$ cat src/rtl/divider_nonrestoring.sv
// Sequential radix-2 non-restoring integer divider producing a truncating quotient and a dividend-signed remainder.
// Shares the begin/end handshake of the ALU multiplier so that one controller can drive both.
module divider_nonrestoring #(
    parameter int WIDTH = 16,
    parameter int CNT_W = 5
) (
    input  logic             clk,
    input  logic             rst,
    input  logic             begin_signal,
    input  logic             is_signed,
    input  logic [WIDTH-1:0] a,
    input  logic [WIDTH-1:0] b,
    output logic [WIDTH-1:0] quotient,
    output logic [WIDTH-1:0] remainder,
    output logic             busy,
    output logic             end_signal,
    output logic             div_by_zero,
    output logic [1:0]       state_dbg_o
);

    typedef enum logic [1:0] {
        S_IDLE = 2'd0,
        S_CALC = 2'd1,
        S_FIX  = 2'd2,
        S_DONE = 2'd3
    } state_t;

    localparam logic [CNT_W-1:0] LAST_ITER = CNT_W'(WIDTH - 1);

    state_t             state_q, state_d;
    logic [WIDTH:0]     p_q, p_d;
    logic [WIDTH-1:0]   q_q, q_d;
    logic [WIDTH-1:0]   bmag_q, bmag_d;
    logic [CNT_W-1:0]   cnt_q, cnt_d;
    logic               qneg_q, qneg_d;
    logic               rneg_q, rneg_d;
    logic               dbz_pend_q, dbz_pend_d;
    logic [WIDTH-1:0]   quot_q, quot_d;
    logic [WIDTH-1:0]   rem_q, rem_d;
    logic               busy_q, busy_d;
    logic               end_q, end_d;
    logic               dbz_q, dbz_d;

    logic [WIDTH-1:0]   a_mag;
    logic [WIDTH:0]     p_sh;
    logic [WIDTH:0]     p_new;
    logic [WIDTH:0]     r_fix;

    // Handshake: begin_signal is a request honoured only in IDLE (operands captured on that edge);
    // end_signal is a one-cycle completion pulse, and busy covers accept edge up to that pulse.
    always_comb begin
        state_d    = state_q;
        p_d        = p_q;
        q_d        = q_q;
        bmag_d     = bmag_q;
        cnt_d      = cnt_q;
        qneg_d     = qneg_q;
        rneg_d     = rneg_q;
        dbz_pend_d = dbz_pend_q;
        quot_d     = quot_q;
        rem_d      = rem_q;
        busy_d     = busy_q;
        end_d      = 1'b0;
        dbz_d      = dbz_q;
        a_mag      = '0;
        p_sh       = '0;
        p_new      = '0;
        r_fix      = '0;

        case (state_q)
            S_IDLE: begin
                if (begin_signal) begin
                    busy_d = 1'b1;
                    if (b == '0) begin
                        quot_d     = '1;
                        rem_d      = a;
                        dbz_pend_d = 1'b1;
                        state_d    = S_DONE;
                    end else begin
                        a_mag      = (is_signed && a[WIDTH-1]) ? (~a + 1'b1) : a;
                        bmag_d     = (is_signed && b[WIDTH-1]) ? (~b + 1'b1) : b;
                        q_d        = a_mag;
                        p_d        = '0;
                        cnt_d      = '0;
                        qneg_d     = is_signed && (a[WIDTH-1] ^ b[WIDTH-1]);
                        rneg_d     = is_signed && a[WIDTH-1];
                        dbz_pend_d = 1'b0;
                        state_d    = S_CALC;
                    end
                end
            end
            S_CALC: begin
                // The sign of the previous partial remainder picks subtract or add-back.
                p_sh  = {p_q[WIDTH-1:0], q_q[WIDTH-1]};
                p_new = p_q[WIDTH] ? (p_sh + {1'b0, bmag_q}) : (p_sh - {1'b0, bmag_q});
                p_d   = p_new;
                q_d   = {q_q[WIDTH-2:0], ~p_new[WIDTH]};
                cnt_d = cnt_q + 1'b1;
                if (cnt_q == LAST_ITER) begin
                    state_d = S_FIX;
                end
            end
            S_FIX: begin
                r_fix   = p_q[WIDTH] ? (p_q + {1'b0, bmag_q}) : p_q;
                quot_d  = qneg_q ? (~q_q + 1'b1) : q_q;
                rem_d   = rneg_q ? (~r_fix[WIDTH-1:0] + 1'b1) : r_fix[WIDTH-1:0];
                state_d = S_DONE;
            end
            S_DONE: begin
                end_d   = 1'b1;
                busy_d  = 1'b0;
                dbz_d   = dbz_pend_q;
                state_d = S_IDLE;
            end
            default: begin
                state_d = S_IDLE;
            end
        endcase
    end

    always_ff @(posedge clk or posedge rst) begin
        if (rst) begin
            state_q    <= S_IDLE;
            p_q        <= '0;
            q_q        <= '0;
            bmag_q     <= '0;
            cnt_q      <= '0;
            qneg_q     <= 1'b0;
            rneg_q     <= 1'b0;
            dbz_pend_q <= 1'b0;
            quot_q     <= '0;
            rem_q      <= '0;
            busy_q     <= 1'b0;
            end_q      <= 1'b0;
            dbz_q      <= 1'b0;
        end else begin
            state_q    <= state_d;
            p_q        <= p_d;
            q_q        <= q_d;
            bmag_q     <= bmag_d;
            cnt_q      <= cnt_d;
            qneg_q     <= qneg_d;
            rneg_q     <= rneg_d;
            dbz_pend_q <= dbz_pend_d;
            quot_q     <= quot_d;
            rem_q      <= rem_d;
            busy_q     <= busy_d;
            end_q      <= end_d;
            dbz_q      <= dbz_d;
        end
    end

    assign quotient    = quot_q;
    assign remainder   = rem_q;
    assign busy        = busy_q;
    assign end_signal  = end_q;
    assign div_by_zero = dbz_q;
    assign state_dbg_o = state_q;

endmodule

$ cat config.mk
export PLATFORM = sky130hd
export DESIGN_NAME = divider_nonrestoring
export DESIGN_NICKNAME = d
export VERILOG_FILES = /design/src/rtl/divider_nonrestoring.sv
export SDC_FILE = /design/constraint.sdc
export NUM_CORES = 1
export LEC_CHECK = 0
export BUFFER_PORTS_ARGS = -buffer_cell sky130_fd_sc_hd__buf_2
export CAP_MARGIN = 40
export CORE_ASPECT_RATIO = 0.9
export CORE_MARGIN = 1.5
export CORE_UTILIZATION = 55
export CTS_CLUSTER_SIZE = 24
export DETAILED_ROUTE_END_ITERATION = 12
export GPL_TIMING_DRIVEN = 0
export PLACE_DENSITY = 0.76
export REMOVE_ABC_BUFFERS = 1
export SYNTH_ARGS = -nofsm -noshare
export SYNTH_HDL_FRONTEND = slang
export SYNTH_SLANG_ARGS = --single-unit
$ cat constraint.sdc
create_clock -name clk -period 3.9 [get_ports clk]
set_clock_uncertainty 0.05 [all_clocks]
set_input_delay 0.195 -clock clk [delete_from_list [all_inputs] [get_ports clk]]
set_output_delay 0.195 -clock clk [all_outputs]
set_load 0.01 [all_outputs]
=== Yosys cells after proc, flatten, opt, wreduce, memory -nomap -nowiden ===
Index checks and enable logic that the tools add are counted.

* Add/sub/neg operators: 8
* $mul: 0
* Div/mod/pow operators: 0
* $lt $le $gt $ge: 0
* Equal/unequal tests: 8
* Shift-type cells: 0
* Multiplexer cells: 29
* Bitwise operators: 7
* Reductions and logical operators: 14

{| class="wikitable"
|+ Operator list
! operator !! count
|-
| two-way mux 16 bit || 11
|-
| one-hot mux 16 bit (2 select lines) || 3
|-
| adder 16 x 1 -> 16 bit, second input constant || 4
|-
| inverter 16 bit || 4
|-
| two-way mux 17 bit || 3
|-
| one-hot mux 17 bit (2 select lines) || 1
|-
| adder 17 x 16 -> 17 bit || 1
|-
| subtractor 17 x 16 -> 17 bit || 1
|-
| adder 16 bit || 1
|-
| zero test 16 bit || 1
|-
| two-way mux 5 bit || 2
|-
| one-hot mux 5 bit (2 select lines) || 1
|-
| AND reduction 3 bit || 3
|-
| inequality test 2 bit, second input constant || 4
|-
| one-hot mux 2 bit (4 select lines) || 1
|-
| two-way mux 2 bit || 3
|-
| AND reduction 2 bit || 3
|-
| nonzero test 2 bit || 3
|-
| adder 5 x 1 -> 5 bit, second input constant || 1
|-
| == test 5 x 4 -> 1 bit, second input constant || 1
|-
| == test 2 bit, second input constant || 2
|-
| logical AND 1 bit || 3
|-
| two-way mux 1 bit || 3
|-
| == test 2 x 1 -> 1 bit, second input constant || 1
|-
| other kinds (4) || 5
|}

* Register bits: 94
* Latch bits: 0
* RAM bits: 0
* ROM bits: 0
* Bits of input ports: 36
* Output and inout port bits: 37
* Memories kept: 0

=== Logic depth before layout (Yosys ltp) ===
* Depth in word-level cells: 6
* Gate-level depth with buffers: 17
* Gate-level depth less buffers: 16

=== Least setup slack after synthesis ===
OpenSTA, ideal clock, no wires.

* Kind: register to register
* From: reg p_q[16]
* To: reg q_q[0]
* Setup time: 0.119 ns
* Data arrival time: 3.860 ns
* Data required time: 3.731 ns
* Setup slack: -0.129 ns
* Stages on the path, launching flop included: 18
* Path buffers: 4
* Clock period less this slack: 4.029 ns
* Cells stage by stage: dfrtp_1 clkbuf_1 clkbuf_1 buf_1 clkbuf_1 nor2_1 xor2_1 ha_1 nor2b_1 o21a_1 o21ai_0 a31oi_1 o31ai_1 a21oi_1 a211o_1 a21oi_1 xnor2_1 a21bo_2

* Cells in the longest elaborated chain, start to end: 3

{| class="wikitable"
|+ Ends and longest elaborated chain
! item !! line !! text
|-
| start: declaration || 31 || <nowiki>logic [WIDTH:0] p_q, p_d;</nowiki>
|-
| start signal: assignment || 138 || <nowiki>p_q <= p_d;</nowiki>
|-
| two-way mux 17 bit || 95 || <nowiki>p_new = p_q[WIDTH] ? (p_sh + {1'b0, bmag_q}) : (p_sh - {1'b0, bmag_q});</nowiki>
|-
| inverter 1 bit || 97 || <nowiki>q_d = {q_q[WIDTH-2:0], ~p_new[WIDTH]};</nowiki>
|-
| one-hot mux 16 bit (2 select lines) || 70 || <nowiki>case (state_q)</nowiki>
|-
| end signal: assignment || 139 || <nowiki>q_q <= q_d;</nowiki>
|-
| end: declaration || 32 || <nowiki>logic [WIDTH-1:0] q_q, q_d;</nowiki>
|}

Every way passes these cells.
A chain may end at the register's enable or synchronous reset.

=== Worst setup path after layout ===
* From: reg bmag_q[0]
* To: reg rem_q[15] (netlist: remainder[15])

* Cells in the longest elaborated chain, start to end: 6

{| class="wikitable"
|+ Ends and longest elaborated chain
! item !! line !! text
|-
| start: declaration || 33 || <nowiki>logic [WIDTH-1:0] bmag_q, bmag_d;</nowiki>
|-
| start signal: assignment || 140 || <nowiki>bmag_q <= bmag_d;</nowiki>
|-
| adder 16 bit * || 104 || <nowiki>r_fix = p_q[WIDTH] ? (p_q + {1'b0, bmag_q}) : p_q;</nowiki>
|-
| two-way mux 16 bit * || 104 ||
|-
| inverter 16 bit || 106 || <nowiki>rem_d = rneg_q ? (~r_fix[WIDTH-1:0] + 1'b1) : r_fix[WIDTH-1:0];</nowiki>
|-
| adder 16 x 1 -> 16 bit || 106 ||
|-
| two-way mux 16 bit * || 106 ||
|-
| one-hot mux 16 bit (2 select lines) * || 70 ||
|-
| end signal: assignment || 146 || <nowiki>rem_q <= rem_d;</nowiki>
|-
| end: declaration || 39 || <nowiki>logic [WIDTH-1:0] rem_q, rem_d;</nowiki>
|}

Mark *: on every way between the ends. The rest lies on a longest branch, timed or not.

==> flow_metrics.tcl <==
set metrics [dict create \
    grt_pass1_vias 5792 \
    dr.pass1.iters 7 \
    crit_path_max_fanout 4 \
    met3WireLength_um 898 \
    coreArea_mm2 0.0123 \
    regArea_mm2 0.00236 \
    synth_adder_area_share_pct 8.04 \
    slew_viol_final 0 \
    h-tree-depth 3 \
    dp.cells 1055 \
    nets 991 \
    min_to "bmag_q[0]$_DFFE_PP0P_" \
    antenna_found_initial 0 \
    total_power_mw 7.73 \
    avgSynthCellArea_um2 8.30 \
    grt_remaining_overflow 0 \
    wl_met1_mm 8.73 \
    yosysSeqAreaShare_pct 33.5 \
    powerDensity_mw_per_mm2 958 \
    synth-seq-cells 94 \
    layoutNonFillerInstCount 1076 \
    hold_viol 0 \
    pwr-share-clk_pct 12.1 \
    synth-main-ff-cell "dfrtp_1" \
    switching_share_pct 48.1 \
    antenna_cells 0 \
    cts-buffers-inserted 9 \
    synth_warnings 0 \
    fp.dieW_um 122 \
    slew_headroom_pct 47.6 \
    drt_iter0_markers 529 \
    timing.fmax_mhz 267 \
    cap_violations 0 \
    syn_area_mm2 0.00703 \
    syn_inst 847 \
    dieArea_mm2 0.0135 \
    rows 38 \
    routed.top_layer "met4" \
    status "finished clean" \
    boundaryPins 73 \
    r2r_start "bmag_q[0]$_DFFE_PP0P_" \
    fin_tns_setup_ns 0 \
    synth.distinct_cells 68 \
    place.gp.congestion 0.887 \
    intPower_mw 4.01 \
    synth_top_family_by_area "compound AO/OA/AOI/OAI gates" \
    viasPerCell 5.94 \
    cp.arrival_ns 3.94 \
    period_share_pct 95.9 \
    wire_per_inst_um 16.6 \
    hp-start "b[0]" \
    r2r-end "remainder[15]$_DFFE_PP0P_" \
    yosys.area_share.simple_pct 18.0 \
    io_buffers 72 \
    drc 0 \
    via_count 6392 \
    hold_class "input port to flop" \
    initial_utilization_pct 57.3 \
    muxShareOfSynthArea_pct 2.63 \
    grt_usage_pct 28.1 \
    synthToLayoutAreaGrowth_pct 14.7 \
    worst_r2r_path_depth 12 \
    cts-root-buf "clkbuf_16" \
    async_flop_share_pct 100 \
    cts_buffer_depth 2 \
    rrSetupSlack_ns 0.16 \
    route.final.wire_length_mm 17.8 \
    grt_pass1_wl_mm 29.5 \
    pwr-share-seq_pct 24.9 \
    layout-drive-gt1-share_pct 14.7 \
    p_sw_mw 3.72 \
    min_period_ns 3.74 \
    synth_xor_xnor_area_share_pct 10.8 \
    hpwl_mm 13.1 \
    n_fill_cell 1052 \
    die_y_um 110 \
    ant_nets 0 \
    hold_depth 3 \
    cp-end-kind "flop" \
    grt_max_degree 49 \
    synth-compound-area-share_pct 23.5 \
    multi_input_area_mm2 0.00450 \
    setup_violations 0 \
    share_comb_of_total_power_pct 63.0 \
    synth-edff-count 0 \
    worstSetupPathType "flop to flop" \
    worst_ep_required_time_ns 4.10 \
    vdd_drop_max_mv 0.545 \
    clock_sinks 94 \
    tritoncts "yes" \
    worst_pin_slew_ns 0.778 \
    clkSlewWorstSetupHoldPaths_ns 0.07 \
    p_leak_nw 3.48 \
    wl_met2_mm 7.96 \
    clkLatencyLatePin_ns 0.36 \
    final_core_util_pct 65.8 \
    start_kind "flop" \
]
per-stage QoR:
stage	worst slack, ns	cell area, um^2	hold WS, ns
2_1_floorplan	-0.410	6910	0.262
3_3_place_gp	-2.76	7470	0.403
3_5_place_dp	-0.299	7670	0.265
4_1_cts	0.00802	8010	0.0366
5_1_grt	-0.00465	8070	0.0626
6_report	0.161	8070	0.0452
worst max-delay path by stage:
stage / cells past startpoint / start / to / slack (ns)
after floorplan: 10 / b[0] / q_q[15]$_DFFE_PP0P_ / -0.41
after detailed placement: 13 / p_q[16]$_DFFE_PP0P_ / q_q[0]$_DFFE_PP0P_ / -0.30
after CTS: 15 / bmag_q[1]$_DFFE_PP0P_ / q_q[0]$_DFFE_PP0P_ / 0.008
after global placement: 11 / b[0] / q_q[15]$_DFFE_PP0P_ / -2.76
final: 12 / bmag_q[0]$_DFFE_PP0P_ / remainder[15]$_DFFE_PP0P_ / 0.16
after global routing: 14 / p_q[16]$_DFFE_PP0P_ / p_q[16]$_DFFE_PP0P_ / -0.005
logic make-up after synthesis:
group                      after synthesis
and+or+nand+nor                        272
AOI/OAI and AO/OA                      266
DFF                                     94
xor gates and xnor gates                87
buffers and inverters                   66
adders and majority gates               44
muxes                                   18
what timing repair did:
item,CTS,global route
pin swaps,1,2
setup endpoints to repair,4,7
endpoints found under the hold margin,46,0
setup buffers,2,2
gates resized for setup,3,12
hold buffers,1,0
sequential cells by signal, indices dropped and copies added, names as in the netlist:
register,flops
bmag_q,16
q_q,16
quotient,16
p_q,17
dbz_pend_q,1
end_signal,1
qneg_q,1
cnt_q,5
div_by_zero,1
state_dbg_o,2
busy,1
rneg_q,1
remainder,16
metal layers:
metal	up-vias	global-route usage, %
li1	3158	-
met1	3042	41.1
met2	172	43.3
met3	20	4.68
met4	0	7.14
met5	-	0
Yosys cell counts, drive strengths merged, types with 4 or more instances:
library cell / number / area, um^2
o211ai: 7 / 52.6
clkbuf: 30 / 113
o41ai: 9 / 86.3
nand2b: 7 / 43.8
a22o: 4 / 35.0
nor2: 66 / 248
nand3: 12 / 60.1
a21oi: 75 / 375
and3: 7 / 43.8
a211oi: 5 / 42.5
and2: 5 / 31.3
mux2: 4 / 45.0
or2: 8 / 52.6
o21ai: 91 / 459
xnor2: 36 / 315
nor4: 4 / 25.0
nand2: 110 / 413
mux2i: 14 / 140
a31oi: 15 / 93.8
inv: 31 / 116
xor2: 51 / 447
nor2b: 4 / 25.0
nor3: 21 / 116
a21o: 7 / 52.6
o21a: 5 / 37.5
ha: 42 / 526
or3: 12 / 75.1
dfrtp: 94 / 2350
nand3b: 5 / 37.5
o31ai: 18 / 135
layout make-up:
type / instances / share of cell area (%)
Tap cell: 160 / 2.48
Clock inverter: 6 / 0.853
Timing Repair Buffer: 85 / 7.09
Inverter: 34 / 1.63
Multi-Input combinational cell: 687 / 55.7
Sequential cell: 94 / 29.3
Clock buffer: 10 / 2.96
critical path, stage by stage, from the launching register on:
cell and delay (ns):
dfrtp_2 0.45, ha_2 0.21, fa_2 0.38, a211oi_4 0.29
o21bai_1 0.17, xor2_1 0.20, a31o_2 0.23, nand4b_1 0.16
or2_4 0.28, or3_1 0.37, o41ai_2 0.37, xnor2_1 0.12
a221o_1 0.34
power by group through the flow:
stage	combinational [mW]	sequential [mW]	clock [mW]
6_report	4.87	1.93	0.932
5_1_grt	5.47	2.00	0.975
4_1_cts	4.76	1.91	0.944
3_5_place_dp	4.68	1.92	0
3_3_place_gp	4.43	1.93	0
2_1_floorplan	3.45	1.87	0
layout by cell type, fill, tap and decap left out, types with 5 or more instances in the layout:
cell type | Yosys | layout
nand3b_1 | 5 | 5
buf_2 | 0 | 72
o21ai_0 | 85 | 85
a21o_1 | 7 | 7
and2_1 | 5 | 5
a31oi_1 | 15 | 15
nor2_1 | 66 | 66
o21a_1 | 5 | 5
nand2b_1 | 7 | 7
buf_16 | 0 | 5
or2_2 | 7 | 7
o31ai_1 | 18 | 17
xor2_1 | 51 | 51
xnor2_1 | 36 | 36
inv_1 | 31 | 30
mux2i_1 | 14 | 14
buf_4 | 0 | 5
and3_1 | 7 | 7
or3_1 | 12 | 12
dfrtp_1 | 94 | 90
clkbuf_16 | 0 | 9
a21oi_1 | 75 | 74
nand3_1 | 12 | 12
o41ai_1 | 8 | 8
nand2_1 | 110 | 110
ha_1 | 42 | 41
o211ai_1 | 7 | 7
nor3_1 | 20 | 19
Power figures use the tool's default switching activity.
